<file path="src/rtl/sample_integrator_decim.sv">
// Integrate-and-dump decimator: the integrator front half of a CIC stage, with a hold strobe to the comb.
// Optional macro SAMPLE_INTEGRATOR_RATIO_EN adds a runtime ratio input latched at start-up.
module sample_integrator_decim #(
  parameter int word_size = 8,
  parameter int DECIM     = 4
) (
  input  logic                 clock,
  input  logic                 reset,
  input  logic                 enable,
  input  logic                 sample_valid,
  input  logic [word_size-1:0] Data_in,
`ifdef SAMPLE_INTEGRATOR_RATIO_EN
  input  logic [7:0]           ratio,
`endif
  output logic [word_size-1:0] Data_out,
  output logic                 hold,
  output logic                 out_valid,
  output logic [7:0]           phase
);

  typedef enum logic [1:0] {
    IDLE  = 2'd0,
    PRIME = 2'd1,
    RUN   = 2'd2
  } state_t;

  state_t               state_q, state_d;
  logic [word_size-1:0] integ_q, integ_d;
  logic [word_size-1:0] dout_q, dout_d;
  logic [7:0]           phase_q, phase_d;
  logic                 hold_q, hold_d;
  logic                 ovalid_q, ovalid_d;
  logic [word_size-1:0] sum_s;
  logic [7:0]           last_phase_s;

`ifdef SAMPLE_INTEGRATOR_RATIO_EN
  logic [7:0] ratio_q, ratio_d;

  // Ratio is frozen for the whole run so phase never skips past the dump point
  always_comb begin
    ratio_d = ratio_q;
    if (state_q == IDLE && enable) begin
      ratio_d = (ratio < 8'd2) ? 8'd2 : ratio;
    end else begin
      ratio_d = ratio_q;
    end
  end

  // Latched ratio register
  always_ff @(posedge clock) begin
    if (reset) begin
      ratio_q <= 8'd2;
    end else begin
      ratio_q <= ratio_d;
    end
  end

  assign last_phase_s = ratio_q - 8'd1;
`else
  assign last_phase_s = 8'(DECIM - 1);
`endif

  assign sum_s = integ_q + Data_in;

  // Next-state and datapath decode
  always_comb begin
    state_d  = state_q;
    integ_d  = integ_q;
    dout_d   = dout_q;
    phase_d  = phase_q;
    hold_d   = 1'b1;
    ovalid_d = ovalid_q;
    case (state_q)
      IDLE: begin
        integ_d  = '0;
        phase_d  = 8'd0;
        ovalid_d = 1'b0;
        if (enable) begin
          state_d = PRIME;
        end else begin
          state_d = IDLE;
        end
      end
      PRIME, RUN: begin
        if (!enable) begin
          // Dropping enable discards the partial period, including a dump on this edge
          state_d  = IDLE;
          integ_d  = '0;
          phase_d  = 8'd0;
          ovalid_d = 1'b0;
        end else if (sample_valid) begin
          integ_d = sum_s;
          if (phase_q == last_phase_s) begin
            phase_d = 8'd0;
            dout_d  = sum_s;
            hold_d  = 1'b0;
            if (state_q == PRIME) begin
              state_d = RUN;
            end else begin
              ovalid_d = 1'b1;
            end
          end else begin
            phase_d = phase_q + 8'd1;
          end
        end else begin
          state_d = state_q;
        end
      end
      default: begin
        state_d  = IDLE;
        integ_d  = '0;
        phase_d  = 8'd0;
        ovalid_d = 1'b0;
      end
    endcase
  end

  // State and output registers
  always_ff @(posedge clock) begin
    if (reset) begin
      state_q  <= IDLE;
      integ_q  <= '0;
      dout_q   <= '0;
      phase_q  <= 8'd0;
      hold_q   <= 1'b1;
      ovalid_q <= 1'b0;
    end else begin
      state_q  <= state_d;
      integ_q  <= integ_d;
      dout_q   <= dout_d;
      phase_q  <= phase_d;
      hold_q   <= hold_d;
      ovalid_q <= ovalid_d;
    end
  end

  assign Data_out  = dout_q;
  assign hold      = hold_q;
  assign out_valid = ovalid_q;
  assign phase     = phase_q;

endmodule

</file>
<file path="config.mk">
export PLATFORM = sky130hd
export DESIGN_NAME = sample_integrator_decim
export DESIGN_NICKNAME = d
export VERILOG_FILES = /design/src/rtl/sample_integrator_decim.sv
export SDC_FILE = /design/constraint.sdc
export NUM_CORES = 1
export LEC_CHECK = 0
export ABC_AREA = 1
export CAP_MARGIN = 15
export CORE_MARGIN = 10
export CORE_UTILIZATION = 40
export DETAILED_ROUTE_END_ITERATION = 8
export PLACE_DENSITY = 0.67
export SYNTH_ARGS = -nofsm -noshare
export SYNTH_HDL_FRONTEND = slang
export SYNTH_SLANG_ARGS = --single-unit
</file>
<file path="constraint.sdc">
create_clock -name clock -period 2.1 [get_ports clock]
set_input_delay 0.42 -clock clock [delete_from_list [all_inputs] [get_ports clock]]
set_output_delay 0.42 -clock clock [all_outputs]
set_load 0.02 [all_outputs]
</file>
==> impl_metrics.toml, run 1 <==
[run_status]
status = "completed"

[hold_path]
hp-start = "Data_out[2]"
min_path_type = "flip-flop to flip-flop"

[sta]
hold_violations = 0
whs_ns = 0.4587
finalCritPeriodShare_pct = 87.16
rsz0062_at_grt = "no"
max_freq_ghz = 0.5463
relSlewSlack_pct = 78.36
fin_skew_ns = 0.001942
setup_violations = 0
finalWorstSetupSlack_ns = 0.2696
post-route-min-period_ns = 1.830
tightestPinTransition_ns = 0.3235
drv_slew = 0

[critical_path]
critPathArrivalTime_ns = 2.02
end_kind = "flip-flop"
cp.required_ns = 2.29
r2r_setup_slack_ns = 0.53
cpMostUsedCell = "nand2_1"
start_kind = "input pin"
cp.depth = 11
crit_end = "integ_q[6]"
criticalPathCategory = "input pin to flip-flop"
cp-startpoint = "Data_in[0]"
slowest_delay_ns = 0.41
crit_slowest_cell = "clkdlybuf4s50_1"
r2r-start = "integ_q[0]"
path_max_fanout = 2
crit_chain = "clkdlybuf4s50_1 -> ha_1 -> fa_1 -> nand2_1 -> nand2_1 -> nand3b_1 -> nand2_1 -> nand2_1 -> nand3_1 -> nand2_1 -> inv_1"
crit_buf_inv = 2
r2r-end = "integ_q[6]"
reg2reg_depth = 10
path_delay_family = "adder cells"

[clock_network]
clk_latency_ns = 0.27
clk_path_buf_depth = 2
cts_num_sinks = 28
cts.repair.resized = 0
cts_buffers = 3
cts_setup_buffers = 0
holdBufCountCts = 0
cts_tree = "done"
ctsHtreeMaxLevel = 1
cts-root-buf = "clkbuf_8"
path_clk_slew_ns = 0.10

[grt]
grt_usage_pct = 10.15
grt_antenna_before_repair = 0
grt_pass1_wl_um = 6113
first_global_vias = 1338
grt_overflow = 0
grt_max_degree = 16

[floorplan]
num_io_pins = 30
die_w_um = 83.13
fp-row-count = 22
initial_core_util_pct = 42.58
die_area_um2 = 6910
core_um2 = 3744
die_h_um = 83.13

[yosys]
async_reset_ff_share_pct = 0
ys_ff_latch = 28
yosysTopAreaCell = "dfxtp_1"
synth.most_common_cell = "nand2_1"
ys.warnings.count = 0
synth_edf_count = 0
syn_nets = 254
synth.top_cells.by_count = "nand2_1 (59), inv_1 (40), dfxtp_1 (28), nor2_1 (28), nand3_1 (16)"
syn_area_um2 = 1594
synth_top_flop_cell = "dfxtp_1"
synthTopCellsByArea = "dfxtp_1 (35%), nand2_1 (14%), inv_1 (9.4%), ha_1 (8.6%), nor2_1 (6.6%)"
synth_seq_area_share_pct = 35.16
synth_top_area_share_pct = 35.16
ys_types = 27
avgSynthCellArea_um2 = 6.931
synth_cells = 230

[finish]
n_antenna_cell = 0
drive_above_1_share_pct = 5.725
syn_to_final_growth_pct = 24.88
final_net_count = 287

[placement]
pre_cts_slack_ns = -0.01358
dp_hpwl_um = 2835
portBuffers = 29
gp_congestion = 0.8096

[routing]
drt-pass1-iter-count = 4
wl_um = 3565
drtIter0Drc = 109
final_antenna_net_count = 0
avgRoutedWirePerCell_um = 11.50
avgViaCountPerCell = 4.571
vias = 1417
drc = 0

[power_and_ir_drop]
power.leakage_nw = 0.9681
powerDensity_nw_per_um2 = 493.0
ir_drop_v = 0.0004790

[flow_run]
max_cap_violations = 0
## state kept, by name (all words and copies together), names as in the netlist
register	count
Data_out	8
integ_q	8
phase	8
state_q	2
hold	1
out_valid	1
## worst register-to-register path, cell delays in order, from the launching register on
cell	delay (ns)
dfxtp_1	0.32
ha_1	0.20
fa_1	0.41
nand2_1	0.08
nand2_1	0.08
nand3b_1	0.11
nand2_1	0.06
nand2_1	0.07
nand3_1	0.06
nand2_1	0.06
inv_1	0.03
## through the flow
stage	utilization (%)	instances	power (mW)	TNS [ns]	area [um2]
finish	53.18	310	0.9813	0	1991
global route	53.18	310	1.030	0	1991
CTS	53.18	310	0.9958	0	1991
detailed placement	51.70	306	0.6561	-0.02657	1936
global placement	51.70	306	0.6552	0	1936
floorplan	-	230	0.6169	0	1594
## worst min path at each step
| stage | depth (start not counted) | slack [ns] | endpoint |
|---|---|---|---|
| 2_1_floorplan | 2 | 0.47 | state_q[1] |
| 3_3_place_gp | 2 | 0.44 | Data_out[2] |
| 3_5_place_dp | 2 | 0.44 | Data_out[2] |
| 4_1_cts | 2 | 0.46 | Data_out[2] |
| 5_1_grt | 2 | 0.52 | Data_out[2] |
| 6_report | 2 | 0.46 | Data_out[2] |
## power by group
part	internal, mW	switching (mW)	leakage [nW]	total (mW)
clock	0.168	0.170	0.0288	0.338
combinational	0.0480	0.0574	0.713	0.105
sequential	0.535	0.00305	0.226	0.538
## area by class of cell
class	instances	area (um2)
Inverter	42	162.7
Clock buffer	4	55.05
Fill cell	396	1753
Multi-Input combinational cell	158	854.6
Timing Repair Buffer	30	297.8
Tap cell	48	60.06
Sequential cell	28	560.5
## cell families after synthesis
family                     after synthesis  synth area share [%]
adders and majority gates               12                 9.890
and+or+nand+nor                        120                 34.07
xor gates and xnor gates                 5                 2.748
DFF                                     28                 35.16
buffers and inverters                   44                 11.22
AOI/OAI and AO/OA                       21                 6.906
## metal layers
| layer | global-route usage [%] | routed length (um) |
|---|---|---|
| met1 | 12.92 | 1737 |
| met2 | 15.36 | 1508 |
| met3 | 4.590 | 299 |
| met4 | 1.846 | 19 |
| met5 | 0 | 0 |
## cells in the final DEF (no fill, tap or decap), drive strengths merged
cell type | Yosys | routed
inv | 41 | 41
nand2 | 61 | 61
fa | 1 | 1
nand3 | 17 | 17
xnor2 | 3 | 3
clkinv | 1 | 1
nor3b | 3 | 3
or2 | 2 | 2
nand4 | 2 | 2
ha | 11 | 11
clkbuf | 0 | 4
a21oi | 11 | 11
o21a | 2 | 2
o21ai | 8 | 8
nor3 | 2 | 2
buf | 2 | 1
nand3b | 2 | 2
clkdlybuf4s50 | 0 | 29
nor2 | 31 | 31
dfxtp | 28 | 28
xor2 | 2 | 2
No activity file was read; power rests on OpenSTA's default activity.
==> run 2: changes to the inputs <==
CTS_CLUSTER_DIAMETER = 80   (was unset)
RECOVER_POWER = 50   (was unset)
==> run 2 against run 1 <==
Net effect: register-to-register slack got worse by 0.13 ns; sequential share of layout area increased by 0.18 points; flip-flop and latch count unchanged; final cell count unchanged; die area unchanged; combinational power about the same; fmax decreased by 0.24%; final area decreased by 0.63%; global-route usage unchanged; routed wire length increased by 0.20%; clock power about the same; worst setup slack got worse by 0.0044 ns; largest cell class unchanged.
==> impl_metrics.toml, run 2 (synthesis results as in run 1) <==
[clock_network]
holdBufCountCts = 0
cts_num_sinks = 28
clk_path_buf_depth = 2
path_clk_slew_ns = 0.10
clk_latency_ns = 0.27
cts.repair.resized = 0
cts_tree = "done"
cts_setup_buffers = 0
cts-root-buf = "clkbuf_8"
ctsHtreeMaxLevel = 1
cts_buffers = 3

[placement]
dpl_cell_area_um2 = 1936
portBuffers = 29
pre_cts_slack_ns = -0.01358
dp_hpwl_um = 2835
gp_congestion = 0.8096

[finish]
syn_to_final_growth_pct = 24.10
final_common_cell = "nand2_1"
utilization_pct = 52.84
final_cell_mix = "nand2_1 (59), inv_1 (40), nor2_1 (30)"
drive_above_1_share_pct = 4.962
stdcell_area_um2 = 1978
n_antenna_cell = 0
multi_input_area_um2 = 844.6
final_net_count = 287
fill_cells = 400
regArea_um2 = 560.5

[floorplan]
initial_core_util_pct = 42.58
die_h_um = 83.13
fp-row-count = 22
core_um2 = 3744
die_area_um2 = 6910
die_w_um = 83.13
num_io_pins = 30

[power_and_ir_drop]
powerDensity_nw_per_um2 = 495.2
power.leakage_nw = 0.9885
ir_drop_v = 0.0004803

[routing]
wl_um = 3572
vias = 1411
drc = 0
avgRoutedWirePerCell_um = 11.52
avgViaCountPerCell = 4.552
drtIter0Drc = 106
drt-pass1-iter-count = 4
final_antenna_net_count = 0

[sta]
finalWorstSetupSlack_ns = 0.2652
drv_slew = 0
finalCritPeriodShare_pct = 87.37
tns_ns = 0
max_freq_ghz = 0.5450
fin_skew_ns = 0.001535
tightestPinTransition_ns = 0.4803
hold_violations = 0
setup_violations = 0
rsz0062_at_grt = "no"
relSlewSlack_pct = 67.86
post-route-min-period_ns = 1.835

[critical_path]
path_delay_family = "adder cells"
crit_buf_inv = 2
start_kind = "input pin"
crit_chain = "clkdlybuf4s50_1 -> ha_1 -> fa_1 -> nand2_1 -> nand2_1 -> nand3b_1 -> nand2_1 -> nand2_1 -> nand3_1 -> nand2_1 -> inv_1"
cp-startpoint = "Data_in[0]"
crit_slowest_cell = "clkdlybuf4s50_1"
slowest_delay_ns = 0.41
r2r-start = "state_q[0]"
end_kind = "flip-flop"
path_max_fanout = 2
criticalPathCategory = "input pin to flip-flop"
cp.required_ns = 2.29
critPathArrivalTime_ns = 2.02
cpMostUsedCell = "nand2_1"

[grt]
grt_max_degree = 16
first_global_vias = 1338
grt_pass1_wl_um = 6113
grt_usage_pct = 10.15
grt_overflow = 0
grt_antenna_before_repair = 0

[hold_path]
min_path_type = "flip-flop to flip-flop"
hp-start = "Data_out[2]"

[run_status]
status = "completed"

[flow_run]
max_cap_violations = 0
==> run 2: layer usage <==
metal  global-route usage, %  vias to the layer above  wire length (um)
met5                       0                        -                 0
met4                   1.846                        0                19
met3                   4.590                        2               300
met2                   15.36                       38              1515
met1                   12.92                      600              1736
li1                        -                      771                 -
==> run 2: final cells by class <==
| cell class | count | area share [%] |
|---|---|---|
| clock buffers | 4 | 2.783 |
| inverters | 42 | 8.223 |
| multi-input cells | 158 | 42.69 |
| flip-flops and latches | 28 | 28.34 |
| well taps | 48 | 3.036 |
| repair buffers | 30 | 14.93 |
==> run 2: worst paths after layout <==
kind                 end  slack (ns)  cells after the start
max           integ_q[6]        0.27                     11
min          Data_out[2]        0.46                      2
max reg2reg   integ_q[2]        0.40                      8
min reg2reg  Data_out[2]        0.46                      2
==> run 2: through the flow <==
stage	cells	power, mW	hold slack (ns)
after detailed placement	306	0.6561	0.4432
after global placement	306	0.6552	0.4383
final	310	0.9797	0.4585
after floorplan	230	0.6169	0.4691
after CTS	310	0.9958	0.4591
after global routing	310	1.027	0.5169
==> run 2: report_power, final <==
| part | internal, mW | switching (mW) |
|---|---|---|
| combinational | 0.0462 | 0.0566 |
| clock | 0.168 | 0.171 |
| sequential | 0.535 | 0.00305 |
==> run 2: worst reg2reg max path, delay by kind of cell (launching register included) <==
kind / cells / cell delay [ns]
and+or+nand+nor: 3 / 0.58
DFF: 1 / 0.37
buffers and inverters: 3 / 0.35
adders and majority gates: 1 / 0.27
AOI/OAI and AO/OA: 1 / 0.09
==> patch 1, RTL diff (flow settings as in run 2) <==
The option `SAMPLE_INTEGRATOR_RATIO_EN` is turned on by a define.
--- a/src/rtl/sample_integrator_decim.sv
+++ b/src/rtl/sample_integrator_decim.sv
@@ -1,5 +1,7 @@
 // Integrate-and-dump decimator: the integrator front half of a CIC stage, with a hold strobe to the comb.
 // Optional macro SAMPLE_INTEGRATOR_RATIO_EN adds a runtime ratio input latched at start-up.
+`define SAMPLE_INTEGRATOR_RATIO_EN
+
 module sample_integrator_decim #(
   parameter int word_size = 8,
   parameter int DECIM     = 4
Interface: changed (added ratio); port bits go from 30 to 38. No check against the original RTL was run, so the function may have changed too.
==> patch 1 against run 2 <==
  * Synthesized area increased by 29%
  * Cell count rose by 35%
  * Design area up 39%
  * Worst setup slack worse by 0.13 ns
  * Routed wire length is 37% higher
  * Total power is 50% higher
  * Sequential cell count rose by 8
  * Critical path type unchanged
  * Largest cell class unchanged
  * Largest power group unchanged
==> patch 1: results (changes against run 2) <==
IO Port Bufs -> 37 (was 29)
Worst EP arrival -> 2.15 ns (was 2.02 ns)
Worst r2r src -> ratio_q[0] (was state_q[0])
Cells after DPL -> 405 (was 306)
Mapped Avg Cell Area -> 7.03 sq um (was 6.93 sq um)
Status -> complete, no violations (unchanged)
P_leak -> 1.36 nW (was 0.989 nW)
Hold path endpoint -> out_valid (was Data_out[2])
VDD IR max -> 0.349 mV (was 0.480 mV)
Post-DP HPWL -> 3700 um (was 2840 um)
Area contributors post-synth -> dfxtp_1 (35%), nand2_1 (11%), nor2_1 (9.5%), inv_1 (7.7%), ha_1 (7.3%) (was dfxtp_1 (35%), nand2_1 (14%), inv_1 (9.4%), ha_1 (8.6%), nor2_1 (6.6%))
Met1 usage -> 0.132 (was 0.129)
Post-Layout Cell Count -> 418 (was 310)
Met3 usage -> 0.0399 (was 0.0459)
Syn Nets -> 325 (was 254)
Worst clock skew -> 0.00622 ns (was 0.00153 ns)
Gpl congestion -> 0.823 (was 0.810)
First-pass GRT wire length -> 8460 um (was 6110 um)
Clk Latency, worst-skew pair -> 0.29 ns (was 0.27 ns)
Nets -> 380 (was 287)
Flop2flop setup slack -> 0.17 ns (was 0.40 ns)
Drt total wl -> 4900 um (was 3570 um)
Iter 0 DRT Violations -> 64 (was 106)
Critical hold path startpoint -> out_valid (was Data_out[2])
Post-synth top cells -> nand2_1 (59), nor2_1 (52), inv_1 (42) (was nand2_1 (59), inv_1 (40), dfxtp_1 (28), nor2_1 (28), nand3_1 (16))
M2 GR Usage -> 0.209 (was 0.154)
Vias in the first global route -> 1898 (was 1338)
Slew margin rel. -> 0.724 (was 0.679)
GRT Util Overall -> 0.120 (was 0.102)
Length in cells of the worst reg-to-reg path -> 14 (was 8)
==> patch 1: cell count changes after synthesis, moves of 4 or more <==
| cell | delta |
|---|---|
| xor2_1 | +13 |
| nand4_1 | +4 |
| o21ai_0 | +8 |
| nor2_1 | +24 |
| dfxtp_1 | +8 |
==> patch 1: critical path, stage by stage <==
cell,delay (ns)
clkdlybuf4s50_1,0.48
inv_1,0.07
fa_2,0.40
o21ai_2,0.15
a21oi_1,0.09
nor2_1,0.11
nor2_1,0.07
xnor2_1,0.15
o21ai_1,0.17
inv_1,0.05
==> patch 1: layout make-up <==
type | count | area (sq um)
fillers | 515 | 2290
inverters | 44 | 165
multi-input cells | 207 | 1160
clock buffers | 8 | 90.1
flip-flops and latches | 36 | 723
well taps | 70 | 87.6
repair buffers | 53 | 523
==> patch 1: worst max-delay path by stage <==
stage                          start           to
after CTS                 Data_in[0]   integ_q[6]
after floorplan           Data_in[0]   integ_q[6]
after detailed placement  Data_in[0]   integ_q[6]
after global placement    Data_in[0]   integ_q[6]
final                     Data_in[1]   integ_q[6]
after global routing      ratio_q[0]  Data_out[7]
==> patch 1: power breakdown <==
group          switching, W  internal [W]  leakage [nW]
Combinational      0.000132      0.000109          1.02
Clock              0.000238      0.000268        0.0455
Sequential        0.0000165      0.000701         0.292
Total              0.000387       0.00108          1.36
==> patch 1: routing by layer <==
layer	part of all wire	up-vias
li1	-	1021
met1	0.44	844
met2	0.48	31
met3	0.058	6
met4	0.015	0
met5	0	-
==> patch 1: timing repair <==
item | CTS | global route
gates cloned | 0 | 1
setup buffers | 0 | 4
gates resized for setup | 3 | 9
endpoints found under the setup margin | 2 | 14
pin swaps | 0 | 10
hold endpoints to repair | 0 | 0
==> patch 1: logic make-up (layout without fill, tap and decap cells) <==
group	after synthesis	in the layout	share of synthesized area
and+or+nand+nor	142	142	0.302
buffers and inverters	49	105	0.0969
AOI/OAI and AO/OA	33	33	0.0865
xor gates and xnor gates	19	19	0.0810
DFF	36	36	0.351
adders and majority gates	13	13	0.0829
==> patch 1: metrics by stage <==
step | worst slack, ns | util | power, W | hold WS, ns
after floorplan | 0.222 | - | 0.000876 | 0.470
after global placement | -0.329 | 0.510 | 0.000960 | 0.461
after detailed placement | -0.390 | 0.510 | 0.000963 | 0.454
after CTS | 0.000662 | 0.529 | 0.00148 | 0.473
after global routing | -0.00879 | 0.546 | 0.00155 | 0.494
final | 0.135 | 0.546 | 0.00146 | 0.466
==> patch 2, RTL diff (settings of run 2) <==
Made on the original files. Re-encode `state_t` (3 states) as one-hot, 3 bits wide.
--- a/src/rtl/sample_integrator_decim.sv
+++ b/src/rtl/sample_integrator_decim.sv
@@ -18,10 +18,10 @@
   output logic [7:0]           phase
 );
 
-  typedef enum logic [1:0] {
-    IDLE  = 2'd0,
-    PRIME = 2'd1,
-    RUN   = 2'd2
+  typedef enum logic [2:0] {
+    IDLE  = 3'b001,
+    PRIME = 3'b010,
+    RUN   = 3'b100
   } state_t;
 
   state_t               state_q, state_d;
Behaviour: same outputs for any inputs over 10 cycles, from zero or initial values and one cycle with reset high; not proved beyond that.
==> patch 2 against run 2 <==
  * Hold slack worse by 0.0079 ns
  * Worst setup slack worse by 0.040 ns
  * Sequential cell count up 1
  * Fmax down 2.1%
  * Design area up 2.7%
  * Synthesized area up 2.7%
  * Clock skew up 0.0023 ns
  * Via count down 2.2%
  * Synthesized cell count down 3.9%
  * Routed wire length down 3.2%
  * First-iteration DRC count down 41%
  * Total power up 13%
  * Largest cell class unchanged
==> patch 2: results (changes against run 2) <==
Cell variety after synth -> 33 (was 27)
Clock tree buffer depth -> 2 (unchanged)
IO Port Bufs -> 29 (unchanged)
Drt total wl -> 3460 um (was 3570 um)
Max-cap violations -> 0 (unchanged)
Post_cts resized -> 0 (unchanged)
Nets -> 277 (was 287)
Vias -> 1380 (was 1411)
Filler Cell Count -> 426 (was 400)
Root buf cell -> clkbuf_8 (unchanged)
Post-synth top cells -> nand2_1 (62), dfxtp_1 (29), inv_1 (27) (was nand2_1 (59), inv_1 (40), dfxtp_1 (28), nor2_1 (28), nand3_1 (16))
Critical Path Source -> Data_in[0] (unchanged)
Area post-placement -> 0.00197 sq mm (was 0.00194 sq mm)
Length in cells of the worst reg-to-reg path -> 8 (unchanged)
Vias in the first global route -> 1315 (was 1338)
Iter 0 DRT Violations -> 63 (was 106)
Drt pass-1 iters -> 4 (unchanged)
Post CTS Setup Buffer Count -> 0 (unchanged)
Clock Pin Slew Worst Setup and Hold Paths -> 0.06 ns (was 0.10 ns)
CTS buffer count -> 5 (was 3)
Critical path destination -> Data_out[4] (was integ_q[6])
Flop2flop setup slack -> 0.44 ns (was 0.40 ns)
Synth async-reset ratio -> 0 (unchanged)
Largest net degree at the start of global routing -> 19 (was 16)
Area contributors post-synth -> dfxtp_1 (35%), nand2_1 (14%), inv_1 (6.2%), ha_1 (6.1%), nand3_1 (5.5%) (was dfxtp_1 (35%), nand2_1 (14%), inv_1 (9.4%), ha_1 (8.6%), nor2_1 (6.6%))
Worst clock skew -> 0.00379 ns (was 0.00153 ns)
Worst EP arrival -> 2.05 ns (was 2.02 ns)
Critical hold path startpoint -> out_valid (was Data_out[2])
First-pass GRT wire length -> 5960 um (was 6110 um)
GRT Util Overall -> 0.0992 (was 0.102)
DRC viols -> 0 (unchanged)
Post-DP HPWL -> 2720 um (was 2840 um)
Ys flop type -> dfxtp_1 (unchanged)
Worst path max stage delay -> 0.43 ns (was 0.41 ns)
Min-Delay Path Class -> flip-flop to flip-flop (unchanged)
Status -> complete, no violations (unchanged)
RR Endpoint -> Data_out[2] (was integ_q[2])
VDD IR max -> 0.301 mV (was 0.480 mV)
Syn Nets -> 242 (was 254)
Seq/Total Area, Yosys -> 0.355 (was 0.352)
Clk Latency, worst-skew pair -> 0.28 ns
Htree depth -> 2 (was 1)
Pwr dens -> 544 mW/mm^2 (was 495 mW/mm^2)
Share of layout cells above drive strength 1 -> 0.121 (was 0.0496)
Initial antenna violation count -> 0 (unchanged)
Max FO, Critical Path -> 3 (was 2)
Worst r2r src -> phase[0] (was state_q[0])
P_leak -> 0.973 nW (was 0.989 nW)
Slew margin rel. -> 0.701 (was 0.679)
CP max stage cell -> fa_1 (was clkdlybuf4s50_1)
Gpl congestion -> 0.861 (was 0.810)
-- patch 2: changes by cell type after synthesis, sizes merged, moves of 3 or more --
cell	change
nand2	+4
a21oi	+3
xor2	+3
ha	-3
inv	-9
nor2	-5
o21ai	-3
nand3	+5
nor3b	-3
-- patch 2: per-layer routing --
metal / global-route usage / up-vias / part of all wire
met4: 0.0411 / 0 / 0.018
met3: 0.0371 / 7 / 0.053
met2: 0.151 / 24 / 0.44
met5: 0 / - / 0
met1: 0.121 / 587 / 0.49
li1: - / 762 / -
-- patch 2: worst max-delay path: cells and delay by family --
kind | cells | cell delay, ns
adder cells (fa/ha/maj) | 2 | 0.66
XOR/XNOR | 1 | 0.20
AO/OA/AOI/OAI | 1 | 0.20
AND/OR/NAND/NOR | 2 | 0.13
buffers and inverters | 2 | 0.44
-- patch 2: how the worst min path moves through the flow --
stage                             to  slack, ns  cells past startpoint
final                      out_valid       0.45                      2
after detailed placement   out_valid       0.44                      2
after CTS                  out_valid       0.45                      2
after global placement     out_valid       0.44                      2
after global routing       out_valid       0.49                      2
after floorplan           integ_q[0]       0.44                      2
-- patch 2: power by group --
group	switching, W	leakage (nW)	internal [W]
Combinational	0.0000484	0.694	0.0000390
Clock	0.000204	0.0443	0.000259
Sequential	0.00000222	0.234	0.000553
-- patch 2: final cells by class --
cell class | count | area share
multi-input cells | 155 | 0.422
flip-flops and latches | 29 | 0.286
repair buffers | 33 | 0.156
inverters | 32 | 0.0628
clock buffers | 7 | 0.0425
well taps | 50 | 0.0308
-- patch 2: kinds of logic (layout without fill, tap and decap cells) --
group | count (synthesis) | after routing | synth area share
adder cells (fa/ha/maj) | 9 | 9 | 0.0734
buffers and inverters | 37 | 72 | 0.108
AND/OR/NAND/NOR | 118 | 118 | 0.355
AO/OA/AOI/OAI | 20 | 20 | 0.0665
flip-flops | 29 | 29 | 0.355
XOR/XNOR | 8 | 8 | 0.0428
-- patch 2: stage by stage --
| step | setup slack (ns) | std cells |
|---|---|---|
| after floorplan | 0.464 | 221 |
| after global placement | -0.0514 | 299 |
| after detailed placement | -0.0631 | 299 |
| after CTS | 0.204 | 306 |
| after global routing | 0.0911 | 306 |
| final | 0.225 | 306 |
